--- config.mk ---
export PLATFORM = sky130hd
export DESIGN_NAME = vector_stream_reader
export DESIGN_NICKNAME = d
export VERILOG_FILES = /design/src/rtl/vector_stream_reader_pkg.sv /design/src/rtl/vector_argmax_tracker.sv /design/src/rtl/vector_stream_reader.sv
export SDC_FILE = /design/constraint.sdc
export NUM_CORES = 1
export LEC_CHECK = 0
export BUFFER_PORTS_ARGS = -buffer_cell sky130_fd_sc_hd__buf_2
export CAP_MARGIN = 15
export CORE_MARGIN = 2
export CORE_UTILIZATION = 30
export DETAILED_ROUTE_END_ITERATION = 7
export GPL_ROUTABILITY_DRIVEN = 0
export SKIP_CTS_REPAIR_TIMING = 1
export SYNTH_ARGS = -nofsm -noshare
export SYNTH_HDL_FRONTEND = slang
export SYNTH_SLANG_ARGS = --single-unit
--- constraint.sdc ---
create_clock -name clk -period 15 [get_ports clk]
set_clock_uncertainty 0.2 [all_clocks]
set_input_delay 2.25 -clock clk [delete_from_list [all_inputs] [get_ports clk]]
set_output_delay 2.25 -clock clk [all_outputs]
set_load 0.05 [all_outputs]
--- src/rtl/vector_stream_reader_pkg.sv ---
// Shared types and defaults for the vector stream reader.
// FSM state encoding and default DWIDTH/NUM/IDXW values.
package vector_stream_reader_pkg;

  localparam int DWIDTH_DEF = 32;
  localparam int NUM_DEF    = 10;
  localparam int IDXW_DEF   = 4;

  typedef enum logic [1:0] {
    IDLE   = 2'd0,
    STREAM = 2'd1,
    DONE   = 2'd2
  } state_t;

endpackage

--- src/rtl/vector_argmax_tracker.sv ---
// Running signed maximum over streamed words; ties keep lower index.
// Ports: clk, rst, xfer/first/last qualifiers, idx, data -> max_idx, max_val.
module vector_argmax_tracker #(
  parameter int DWIDTH = 32,
  parameter int IDXW   = 4
) (
  input  logic                     clk,
  input  logic                     rst,
  input  logic                     xfer,
  input  logic                     first,
  input  logic                     last,
  input  logic [IDXW-1:0]          idx,
  input  logic signed [DWIDTH-1:0] data,
  output logic [IDXW-1:0]          max_idx,
  output logic signed [DWIDTH-1:0] max_val
);

  logic signed [DWIDTH-1:0] run_val;
  logic [IDXW-1:0]          run_idx;
  logic signed [DWIDTH-1:0] nxt_val;
  logic [IDXW-1:0]          nxt_idx;
  logic                     take;

  always_comb begin
    take    = first || (data > run_val);
    nxt_idx = take ? idx  : run_idx;
    nxt_val = take ? data : run_val;
  end

  // Results latch on the last transfer so they are
  // already valid during the done cycle.
  always_ff @(posedge clk) begin
    if (rst) begin
      run_val <= '0;
      run_idx <= '0;
      max_val <= '0;
      max_idx <= '0;
    end else if (xfer) begin
      run_val <= nxt_val;
      run_idx <= nxt_idx;
      if (last) begin
        max_val <= nxt_val;
        max_idx <= nxt_idx;
      end
    end
  end

endmodule

--- src/rtl/vector_stream_reader.sv ---
// Captures a NUM-word vector on load, streams it out over valid/ready.
// Ports: clk, rst, load, in_vec, out_*, busy, done, max_idx, max_val.
// VECTOR_STREAM_ARGMAX_EN adds the argmax tracker; else max_* read 0.
module vector_stream_reader
  import vector_stream_reader_pkg::*;
#(
  parameter int DWIDTH = DWIDTH_DEF,
  parameter int NUM    = NUM_DEF,
  parameter int IDXW   = IDXW_DEF
) (
  input  logic                     clk,
  input  logic                     rst,
  input  logic                     load,
  input  logic [NUM*DWIDTH-1:0]    in_vec,
  output logic signed [DWIDTH-1:0] out_data,
  output logic [IDXW-1:0]          out_idx,
  output logic                     out_valid,
  input  logic                     out_ready,
  output logic                     busy,
  output logic                     done,
  output logic [IDXW-1:0]          max_idx,
  output logic signed [DWIDTH-1:0] max_val
);

  state_t state, state_n;

  logic signed [DWIDTH-1:0] mem [NUM];
  logic [IDXW-1:0]          ptr;
  logic                     xfer;
  logic                     last;

  assign xfer = out_valid && out_ready;
  assign last = (ptr == IDXW'(NUM-1));

  always_comb begin
    state_n   = state;
    out_valid = 1'b0;
    busy      = 1'b0;
    done      = 1'b0;
    out_idx   = '0;
    out_data  = '0;
    unique case (state)
      IDLE: begin
        if (load) state_n = STREAM;
      end
      STREAM: begin
        out_valid = 1'b1;
        busy      = 1'b1;
        out_idx   = ptr;
        out_data  = mem[ptr];
        if (out_ready && last) state_n = DONE;
      end
      DONE: begin
        done    = 1'b1;
        state_n = IDLE;
      end
      default: state_n = IDLE;
    endcase
  end

  always_ff @(posedge clk) begin
    if (rst) begin
      state <= IDLE;
      ptr   <= '0;
      for (int k = 0; k < NUM; k++)
        mem[k] <= '0;
    end else begin
      state <= state_n;
      if (state == IDLE && load) begin
        ptr <= '0;
        for (int k = 0; k < NUM; k++)
          mem[k] <= in_vec[k*DWIDTH +: DWIDTH];
      end else if (xfer && !last) begin
        ptr <= ptr + 1'b1;
      end
    end
  end

`ifdef VECTOR_STREAM_ARGMAX_EN
  vector_argmax_tracker #(
    .DWIDTH (DWIDTH),
    .IDXW   (IDXW)
  ) u_argmax (
    .clk     (clk),
    .rst     (rst),
    .xfer    (xfer),
    .first   (ptr == '0),
    .last    (last),
    .idx     (ptr),
    .data    (out_data),
    .max_idx (max_idx),
    .max_val (max_val)
  );
`else
  assign max_idx = '0;
  assign max_val = '0;
`endif

endmodule

# Word-level counts from Yosys, hierarchy flattened
# Memories as Yosys holds them, arrays and structs flattened. A register that Yosys moved wholly into a read port is not among the register bits.
# Cells that the tools add are included.
[word_totals]
register_bits = 6
latchBits = 0
ramBits = 320
rom_bits = 0
inputBits = 324
out_inout_bits = 75
elab_cells = 51
mem_count = 1
[mem_list]
columns = ["memory", "words", "width", "rd", "rd_ports_with_merged_regs", "wr", "line_no", "rtl"]
rows = [
  ["mem", 10, 32, 1, 1, 10, "vector_stream_reader.sv:27", "logic signed [DWIDTH-1:0] mem [NUM];"],
]
[classes]
n_addsub = 1
multipliers = 0
n_div = 0
magnitude_cmp = 0
n_eq_ne = 5
shifts = 0
muxes = 24
n_bitwise = 10
reduce_logical = 8
[ops]
columns = ["op", "count"]
rows = [
  ["$mux W32", 11],
  ["$mux W4", 3],
  ["$or A1 B1 Y1", 10],
  ["$mux W1", 7],
  ["$add A4 B1 Y4 const B", 1],
  ["$eq A4 B4 Y1 const B", 1],
  ["$logic_and A1 B1 Y1", 4],
  ["$mux W2", 2],
  ["$ne A2 B2 Y1 const B", 2],
  ["$pmux W2 S2", 1],
  ["$eq A2 B1 Y1 const B", 1],
  ["$eq A2 B2 Y1 const B", 1],
  ["$logic_not A2 Y1", 1],
  ["$reduce_and A2 Y1", 1],
  ["$reduce_or A2 Y1", 1],
  ["$logic_not A1 Y1", 1],
]

# Logic depth before layout (Yosys ltp)
# Gate-level depths: netlist of the first run.
[logic_depth]
ltp_word = 6
ltp_mapped = 7
depth_no_buf = 6

# Worst setup path before layout of the first run
# OpenSTA, ideal clock, no wires.
[synth_path]
path_kind = "input port to flip-flop"
from = "in load"
to = "mem mem[0][0], enable pin"
setup_time_ps = 811
arrival_ps = 11207
t_required_ps = 13989
path_slack_ps = 2782
stages = 3
path_buffers = 1
path_cell_list = "nand2_1 > nand2b_1 > clkbuf_1"
[synth_rtl]
columns = ["element", "line_no", "rtl"]
rows = [
  ["from (decl)", "vector_stream_reader.sv:13", "input logic load,"],
  ["to (decl)", "vector_stream_reader.sv:27", ""],
]

==> summary.txt, run 1 <==
Status = finished, final reports clean
Largest family of logic cells by synthesized area = simple AND/OR/NAND/NOR gates
DRC Markers = 0
H-tree levels = 2
1st-pass router iterations = 5
Initial Util = 30.5%
Max frequency = 154 MHz
Mean Syn Cell Area = 14.0 sq um
Pwr dens = 122 mW/mm^2
Critical Path Fanout Max = 53
Top cell type's share of synthesized area = 62.7%
Routed WL = 41.5 mm
CP Capture Type = primary output
Post-DRT Antenna Nets = 0
Simple-gate area share of the yosys netlist = 14.1%
Final worst path period share = 43.3%
Syn Inst Count = 1,096
Worst-path clk slew = 0.06 ns
Max clock buf depth = 3
Final Hold Viols = 0
Rel. slew slack = 23.2%
Clock sink count = 330
Fillcell total = 4,918
Die Footprint = 0.0529 sq mm
Critical path class = flip-flop to primary output
LEAKAGE = 7.24 nW
Yosys top cell by area = edfxtp_1
DP Cell Count = 2,057
Worst slew pin tran = 1.15 ns
Num rows = 82
Vias in the first global route = 9,746
Maxcap violations = 0
Largest net degree at the start of global routing = 179
Die X = 230 um
GRT Total Usage = 15.4%
Number of I/O pins = 399
Fin crit period = 6.50 ns
Syn. warnings = 0
WL per Instance = 19.4 um
WP data arrival = 4.05 ns
Worst skew pair latency = 0.54 ns
Post-Synth XOR/XNOR Area = 0.172%
Top cells by area, synth = edfxtp_1 63%, and2_1 13%, mux2i_1 10%, a22oi_1 3.1%, buf_4 1.8%
Post-DP HPWL = 28.1 mm
CORE AREA = 0.0503 sq mm
TNS Setup = 0 ns
Gr ovfl total = 0
Number of buffers created by CTS = 38
RSZ-0062 raised after global routing = no
Worst VDD drop = 0.0000642 V
Post-synthesis mux area share = 10.5%
Post-Syn Area = 0.0153 sq mm
First-pass GRT wire length = 60.5 mm
CP Launch Type = flip-flop
Via count = 9,672
Final Setup Violations = 0
Fin. max-slew vios = 0
Unique masters post-synth = 32
Nets = 1,751
Area growth, synth to finish = 21.6%
Register area share after synthesis = 64.0%
Synthesized flop and latch total = 330
Share of cells above drive strength 1 = 29.7%
CTS tree = yes
Hold crit path type = flip-flop to flip-flop
Root buffer cell = clkbuf_16
Initial antenna violation count = 13
Post-Synth Adder-Cell Area = 0.163%
Compound-Gate Fraction of Synth Area = 5.88%
1st-iter DRT viols = 670
# port buffers = 362
Die height = 230 um
Final Non-Filler Cells = 2,138
CP required = 12.55 ns
Average vias per placed instance = 4.52
## cell families after synthesis
logic type               after synthesis
adder cells (fa/ha/maj)                2
buffers and inverters                120
XOR/XNOR                               3
other                                  1
flip-flops                           330
AND/OR/NAND/NOR                      350
AO/OA/AOI/OAI                        130
multiplexers                         160
## placed cells by master (no fill, tap or decap), types with 2 or more instances in the layout
cell       instances
inv_6              2
nor2_1            10
ha_1               2
a22oi_1           64
bufinv_16          2
clkbuf_1          11
nor2_4             2
inv_1              2
clkinv_1           8
and2_1           324
xor2_1             2
clkinv_2           5
a211oi_1          33
nor2b_4            2
buf_2            362
dfxtp_1            8
clkbuf_16         38
conb_1            36
buf_4              8
nand4_1            2
a21oi_1           32
edfxtp_1         320
diode_2           13
mux2i_1          160
## cell usage after synthesis
cell type,n
and2_1,325
a22oi_1,64
edfxtp_1,320
nand4_1,2
buf_4,37
nand2b_1,2
nand2_1,1
conb_1,1
nand3b_1,1
buf_1,1
ha_1,2
clkbuf_4,6
or2_2,1
buf_2,14
inv_1,2
a21oi_1,32
nor4_1,1
nor3_1,1
xor2_1,2
buf_12,8
and3_1,1
mux2i_1,160
nor2b_1,3
clkbuf_1,47
nor2_2,1
a211oi_2,1
nor2_1,11
a211oi_1,33
dfxtp_1,10
inv_2,1
xnor2_1,1
buf_6,4
## registers in the layout, summed over array words and instances, names as in the netlist, named ones only
| register | count |
|---|---|
| state | 2 |
| ptr | 4 |
| mem | 320 |
## worst max-delay path: stages, from the launching register on
cell,delay [ns]
dfxtp_4,0.99
buf_4,0.81
mux2i_1,0.20
a22oi_1,0.35
a21oi_1,0.13
a211oi_1,0.49
buf_2,0.36
## path summary, 6_finish.rpt
check / from / endpoint / slack, ns / depth (start not counted)
worst max-delay path: flip-flop / out_data[5] / 8.50 / 6
worst min-delay path: ptr[3] / ptr[3] / 0.36 / 2
worst max register to register: state[0] / mem[7][16] / 11.88 / 6
worst min register to register: ptr[3] / ptr[3] / 0.36 / 2
## final cells by class
cell class,count,area [sq um],area share (%)
Sequential cell,330,9810,52.7
Clock buffer,49,992,5.33
Clock inverter,19,158,0.846
Tap cell,672,841,4.51
Timing Repair Buffer,371,1890,10.2
Antenna cell,13,32.5,0.175
Inverter,3,11.3,0.0605
Multi-Input combinational cell,681,4890,26.2
## where the power goes
| group | switching, mW | internal, mW |
|---|---|---|
| registers | 0.0266 | 1.10 |
| clock network | 0.368 | 0.503 |
| logic | 0.172 | 0.0944 |
| total | 0.567 | 1.70 |
## metal layers
metal	vias up	global-route usage, %	wire length (um)
met2	314	22.6	18300
li1	4571	-	-
met5	-	0	0
met4	0	6.49	1190
met3	62	2.42	1990
met1	4725	22.4	20000
## stage by stage
step	cell area, sq um	total power, mW	setup slack (ns)	util [%]	hold slack, ns
2_1_floorplan	15400	1.34	2.78	-	0.308
3_3_place_gp	17400	1.41	9.11	34.7	0.353
3_5_place_dp	17400	1.42	9.04	34.7	0.353
4_1_cts	18600	2.29	8.44	37.0	0.365
5_1_grt	18600	2.36	8.28	37.0	0.423
6_report	18600	2.27	8.50	37.1	0.360
Power figures use the tool's default switching activity.
==> inputs of run 2 (changes only) <==
Clock period 15 ns to 5.5 ns, I/O delays scaled along.
==> run 2 against run 1 <==
Compared with the run above:
- utilization increased by 0.36 points
- sequential cell count unchanged
- clock power increased to 2.9 times the previous value
- critical path depth unchanged
- sequential share of layout area decreased by 0.50 points
- sequential power increased to 2.7 times the previous value
- non-clock buffer count increased by 5
- worst hold slack got worse by 0.025 ns
- critical path type unchanged
- critical endpoint is now out_data[25]
==> summary.txt, run 2 (synthesis gave the netlist of run 1 again) <==
Status = finished, final reports clean (unchanged)
Hold path depth = 2 (unchanged)
Pwr dens = 337 mW/mm^2 (was 122 mW/mm^2)
Critical Path Fanout Max = 41 (was 53)
Average vias per placed instance = 4.51 (was 4.52)
Fin. max-slew vios = 0 (unchanged)
Flop2flop setup slack = 3.08 ns (was 11.88 ns)
WP buf/inv = 2 (unchanged)
Hold crit path type = input pin to flip-flop (was flip-flop to flip-flop)
TNS Setup = 0 ns (unchanged)
Hold path start = rst (was ptr[3])
Worst-path clk slew = 0.06 ns (about the same)
Number of I/O pins = 399 (unchanged)
Worst slew pin tran = 1.08 ns (was 1.15 ns)
Gr ovfl total = 0 (unchanged)
Reg2reg end = mem[5][26] (was mem[7][16])
Die X = 230 um (unchanged)
First-pass GRT wire length = 60.6 mm (was 60.5 mm)
Max clock buf depth = 3 (unchanged)
Via count = 9,669 (was 9,672)
1st-iter DRT viols = 664 (was 670)
P_int = 4.74 mW (was 1.70 mW)
Maxcap violations = 0 (unchanged)
CORE AREA = 0.0503 sq mm (unchanged)
Post-DRT Antenna Nets = 0 (unchanged)
WL per Instance = 19.5 um (was 19.4 um)
Root buffer cell = clkbuf_16 (unchanged)
Worst Reg2Reg Path Length in Cells = 4 (was 6)
Vias in the first global route = 9,612 (was 9,746)
WP data arrival = 3.17 ns (was 4.05 ns)
Critical path cell sequence = buf_4 > mux2i_1 > a22oi_1 > a21oi_1 > a211oi_1 > buf_2 (unchanged)
Num rows = 82 (unchanged)
Rel. slew slack = 28.2% (was 23.2%)
LEAKAGE = 7.32 nW (was 7.24 nW)
Max FFs per register = 320 (unchanged)
Sw frac = 25.1% (was 25.0%)
Delay-heaviest family, CP = buffers and inverters (unchanged)
Max frequency = 238 MHz
P_sw = 1.59 mW (was 0.567 mW)
Critical path class = flip-flop to primary output (unchanged)
Final worst path period share = 76.3%
Crit Reg-Reg Startpoint = state[0] (unchanged)
1st-pass router iterations = 7 (was 5)
Fin crit period = 4.20 ns
Final Hold Viols = 0 (unchanged)
RSZ-0062 raised after global routing = no (unchanged)
Largest net degree at the start of global routing = 171 (was 179)
Die Footprint = 0.0529 sq mm (unchanged)
PnR Total Power = 6.33 mW (was 2.27 mW)
Initial antenna violation count = 9 (was 13)
Final Setup Violations = 0 (unchanged)
Most common cell after layout, fill and taps aside = buf_2 (unchanged)
Clock sink count = 330 (unchanged)
Largest registers = mem (320), ptr (4), state (2) (unchanged)
CP Capture Type = primary output (unchanged)
CP Launch Type = flip-flop (unchanged)
WHS Endpoint = state[1] (was ptr[3])
Clock Power Share = 39.8% (was 38.4%)
Share of cells above drive strength 1 = 30.3% (was 29.7%)
Worst VDD drop = 0.000187 V (was 0.0000642 V)
Number of buffers created by CTS = 39 (was 38)
Slowest stage delay, CP = 0.67 ns (was 0.99 ns)
# port buffers = 362 (unchanged)
Worst skew pair latency = 0.54 ns (about the same)
Area growth, synth to finish = 22.8% (was 21.6%)
Largest Register = mem (unchanged)
CTS tree = yes (unchanged)
Most frequent cells in the layout = 362 x buf_2, 324 x and2_1, 320 x edfxtp_1 (unchanged)
Initial Util = 30.5% (unchanged)
DRC Markers = 0 (unchanged)
Post-DP HPWL = 28.8 mm (was 28.1 mm)
Routed WL = 41.8 mm (was 41.5 mm)
Fillcell total = 4,921 (was 4,918)
CP required = 4.47 ns (was 12.55 ns)
Die height = 230 um (unchanged)
Logic pwr share = 11.8% (about the same)
Sequential share of power = 48.4% (was 49.8%)
CP max stage cell = buf_4 (was dfxtp_4)
GRT Total Usage = 15.4% (about the same)
H-tree levels = 2 (unchanged)
Nets = 1,757 (was 1,751)
run 2: cell count changes in the layout (fill, tap and decap cells not counted):
cell	delta
buf_12	+5
clkbuf_1	-5
diode_2	-3
clkbuf_16	+2
clkinv_1	+2
clkinvlp_4	+2
bufinv_16	+1
inv_6	-1
inv_8	+1
run 2: worst max-delay path by stage:
stage / cells past startpoint / endpoint / from
floorplan: 3 / mem[0][0] / load
global placement: 6 / out_data[2] / flip-flop
detailed placement: 6 / out_data[20] / flip-flop
CTS: 6 / out_data[20] / flip-flop
global route: 6 / out_data[20] / flip-flop
finish: 6 / out_data[25] / flip-flop
run 2: final cells by class:
type	instances	area [sq um]	area share (%)
multi-input cells	681	4890	26.0
inverters	3	11.3	0.0599
clock buffers	46	1020	5.44
flip-flops and latches	330	9810	52.2
well taps	672	841	4.47
clock inverters	24	213	1.13
repair buffers	376	1990	10.6
diodes	10	25.0	0.133
run 2: routing by layer:
metal / global-route usage, % / up-vias / wire length [um]
met5: 0 / - / 0
met4: 5.50 / 0 / 1190
met3: 2.84 / 66 / 2120
met2: 22.8 / 300 / 18500
met1: 22.5 / 4715 / 20000
li1: - / 4588 / -
run 2: power groups by stage:
stage	Combinational, mW	Sequential, mW	Clock (mW)
floorplan	0.502	3.11	0
global placement	0.745	3.12	0
detailed placement	0.755	3.12	0
CTS	0.757	3.07	2.60
global route	0.811	3.09	2.68
finish	0.745	3.06	2.52
run 2: metrics by stage:
step	area (sq um)	instances	utilization, %	setup WS (ns)	hold WS [ns]
finish	18800	2142	37.4	1.30	0.334
global route	18800	2141	37.4	1.05	0.309
CTS	18800	2132	37.4	1.15	0.288
detailed placement	17500	2062	34.9	1.75	0.384
global placement	17500	2062	34.9	1.80	0.361
floorplan	15500	1131	-	1.55	0.308
==> inputs of run 3 (changes only) <==
Clock period 5.5 ns to 4.3 ns, I/O delays scaled along.
==> run 3 against run 2 <==
Compared with the run above:
- combinational power rose by 29%
- critical path depth did not move
- power rose by 26%
- register-to-register slack got worse by 1.2 ns
- non-clock buffer count rose by 9
- first-iteration DRC count fell by 5.9%
- clock power rose by 23%
- worst hold slack got worse by 0.19 ns
- sequential power rose by 28%
==> summary.txt, run 3 (synthesis gave the netlist of run 1 again) <==
Post-DRT Antenna Nets = 0 (unchanged)
Fin crit period = 4.02 ns
LEAKAGE = 7.34 nW (was 7.32 nW)
Fin. max-slew vios = 0 (unchanged)
Num rows = 82 (unchanged)
Worst slew pin tran = 0.989 ns (was 1.08 ns)
Fillcell total = 4,927 (was 4,921)
Max clock buf depth = 3 (unchanged)
Post-DP HPWL = 31.2 mm (was 28.8 mm)
Largest registers = mem (320), ptr (4), state (2) (unchanged)
DRC Markers = 0 (unchanged)
Number of buffers created by CTS = 39 (unchanged)
Register area = 0.00981 sq mm (unchanged)
TNS Setup = 0 ns (unchanged)
Initial antenna violation count = 10 (was 9)
Largest net degree at the start of global routing = 105 (was 171)
First-pass GRT wire length = 62.4 mm (was 60.6 mm)
Max FFs per register = 320 (unchanged)
Final worst path period share = 93.4%
# port buffers = 362 (unchanged)
GRT Total Usage = 16.1% (was 15.4%)
Vias in the first global route = 9,699 (was 9,612)
CTS tree = yes (unchanged)
Initial Util = 30.5% (unchanged)
Die Footprint = 0.0529 sq mm (unchanged)
Worst VDD drop = 0.000242 V (was 0.000187 V)
Worst-path clk slew = 0.05 ns (was 0.06 ns)
Status = finished, final reports clean (unchanged)
Most common cell after layout, fill and taps aside = buf_2 (unchanged)
Worst skew pair latency = 0.54 ns (about the same)
Die X = 230 um (unchanged)
Pwr dens = 425 mW/mm^2 (was 337 mW/mm^2)
Final Setup Violations = 0 (unchanged)
Share of cells above drive strength 1 = 30.8% (was 30.3%)
Max frequency = 249 MHz
Maxcap violations = 0 (unchanged)
Gr ovfl total = 0 (unchanged)
WP data arrival = 3.17 ns (about the same)
PnR Total Power = 8.00 mW (was 6.33 mW)
Final Hold Viols = 0 (unchanged)
Hold crit path type = input pin to flip-flop (unchanged)
Average vias per placed instance = 4.52 (was 4.51)
1st-pass router iterations = 5 (was 7)
Clock sink count = 330 (unchanged)
Area growth, synth to finish = 23.0% (was 22.8%)
Die height = 230 um (unchanged)
CP required = 3.45 ns (was 4.47 ns)
H-tree levels = 2 (unchanged)
Post-Route Utilization = 37.5% (was 37.4%)
Largest Register = mem (unchanged)
Via count = 9,711 (was 9,669)
Most frequent cells in the layout = 362 x buf_2, 324 x and2_1, 320 x edfxtp_1 (unchanged)
Final WS setup = 0.283 ns (was 1.30 ns)
Nets = 1,766 (was 1,757)
Root buffer cell = clkbuf_16 (unchanged)
CP Launch Type = flip-flop (unchanged)
Number of I/O pins = 399 (unchanged)
Critical path class = flip-flop to primary output (unchanged)
CP Capture Type = primary output (unchanged)
WL per Instance = 20.2 um (was 19.5 um)
Critical Path Fanout Max = 56 (was 41)
Routed WL = 43.4 mm (was 41.8 mm)
1st-iter DRT viols = 625 (was 664)
Area of the multi-input gates = 0.00489 sq mm (unchanged)
Pre-CTS setup slack = 0.815 ns (was 1.75 ns)
CORE AREA = 0.0503 sq mm (unchanged)
RSZ-0062 raised after global routing = no (unchanged)
Rel. slew slack = 33.9% (was 28.2%)
Hold Slack = 0.149 ns (was 0.334 ns)
## run 3: cell types whose count changed in the layout (fill, tap and decap cells not counted), sizes merged
| cell | delta |
|---|---|
| buf | +9 |
| clkinvlp | +3 |
| bufinv | -2 |
| inv | -2 |
| diode | -1 |
## run 3: worst paths after layout
path                       to  cells after the start  slack (ns)  startpoint
setup / recovery  out_data[2]                      6        0.28   flip-flop
hold / removal       state[1]                      2        0.15         rst
setup reg to reg    flip-flop                      5        1.87    state[1]
hold reg to reg        ptr[3]                      2        0.39      ptr[3]
## run 3: worst max-delay path, cell delays in order, from the launching register on
cell and delay [ns]:
dfxtp_4 0.68, buf_12 0.39, mux2i_1 0.13, a22oi_1 0.43
a21oi_1 0.16, a211oi_1 0.46, buf_2 0.36
## run 3: layer usage
layer,wire length [um],GRT usage [%],vias to the layer above
li1,-,-,4603
met1,20900,24.0,4714
met2,18800,23.6,334
met3,2640,3.01,58
met4,1040,5.26,2
met5,13,0,-
## run 3: cell type report
type                    instances  share of cell area, %
clock inverters                23                  0.770
multi-input cells             681                   25.9
clock buffers                  46                   5.55
inverters                       3                 0.0598
well taps                     672                   4.46
repair buffers                385                   11.0
diodes                          9                  0.120
flip-flops and latches        330                   52.1
## run 3: metrics by stage
stage / cells / area, sq um
6_report: 2149 / 18800
3_5_place_dp: 2071 / 17600
2_1_floorplan: 1131 / 15500
4_1_cts: 2140 / 18800
3_3_place_gp: 2071 / 17600
5_1_grt: 2149 / 18800
## run 3: report_power, final
part	leakage [nW]	switching (mW)	total (mW)	internal, mW
Combinational	3.23	0.618	0.963	0.345
Sequential	3.54	0.0951	3.93	3.84
Clock	0.572	1.31	3.11	1.79
Total	7.34	2.03	8.00	5.98
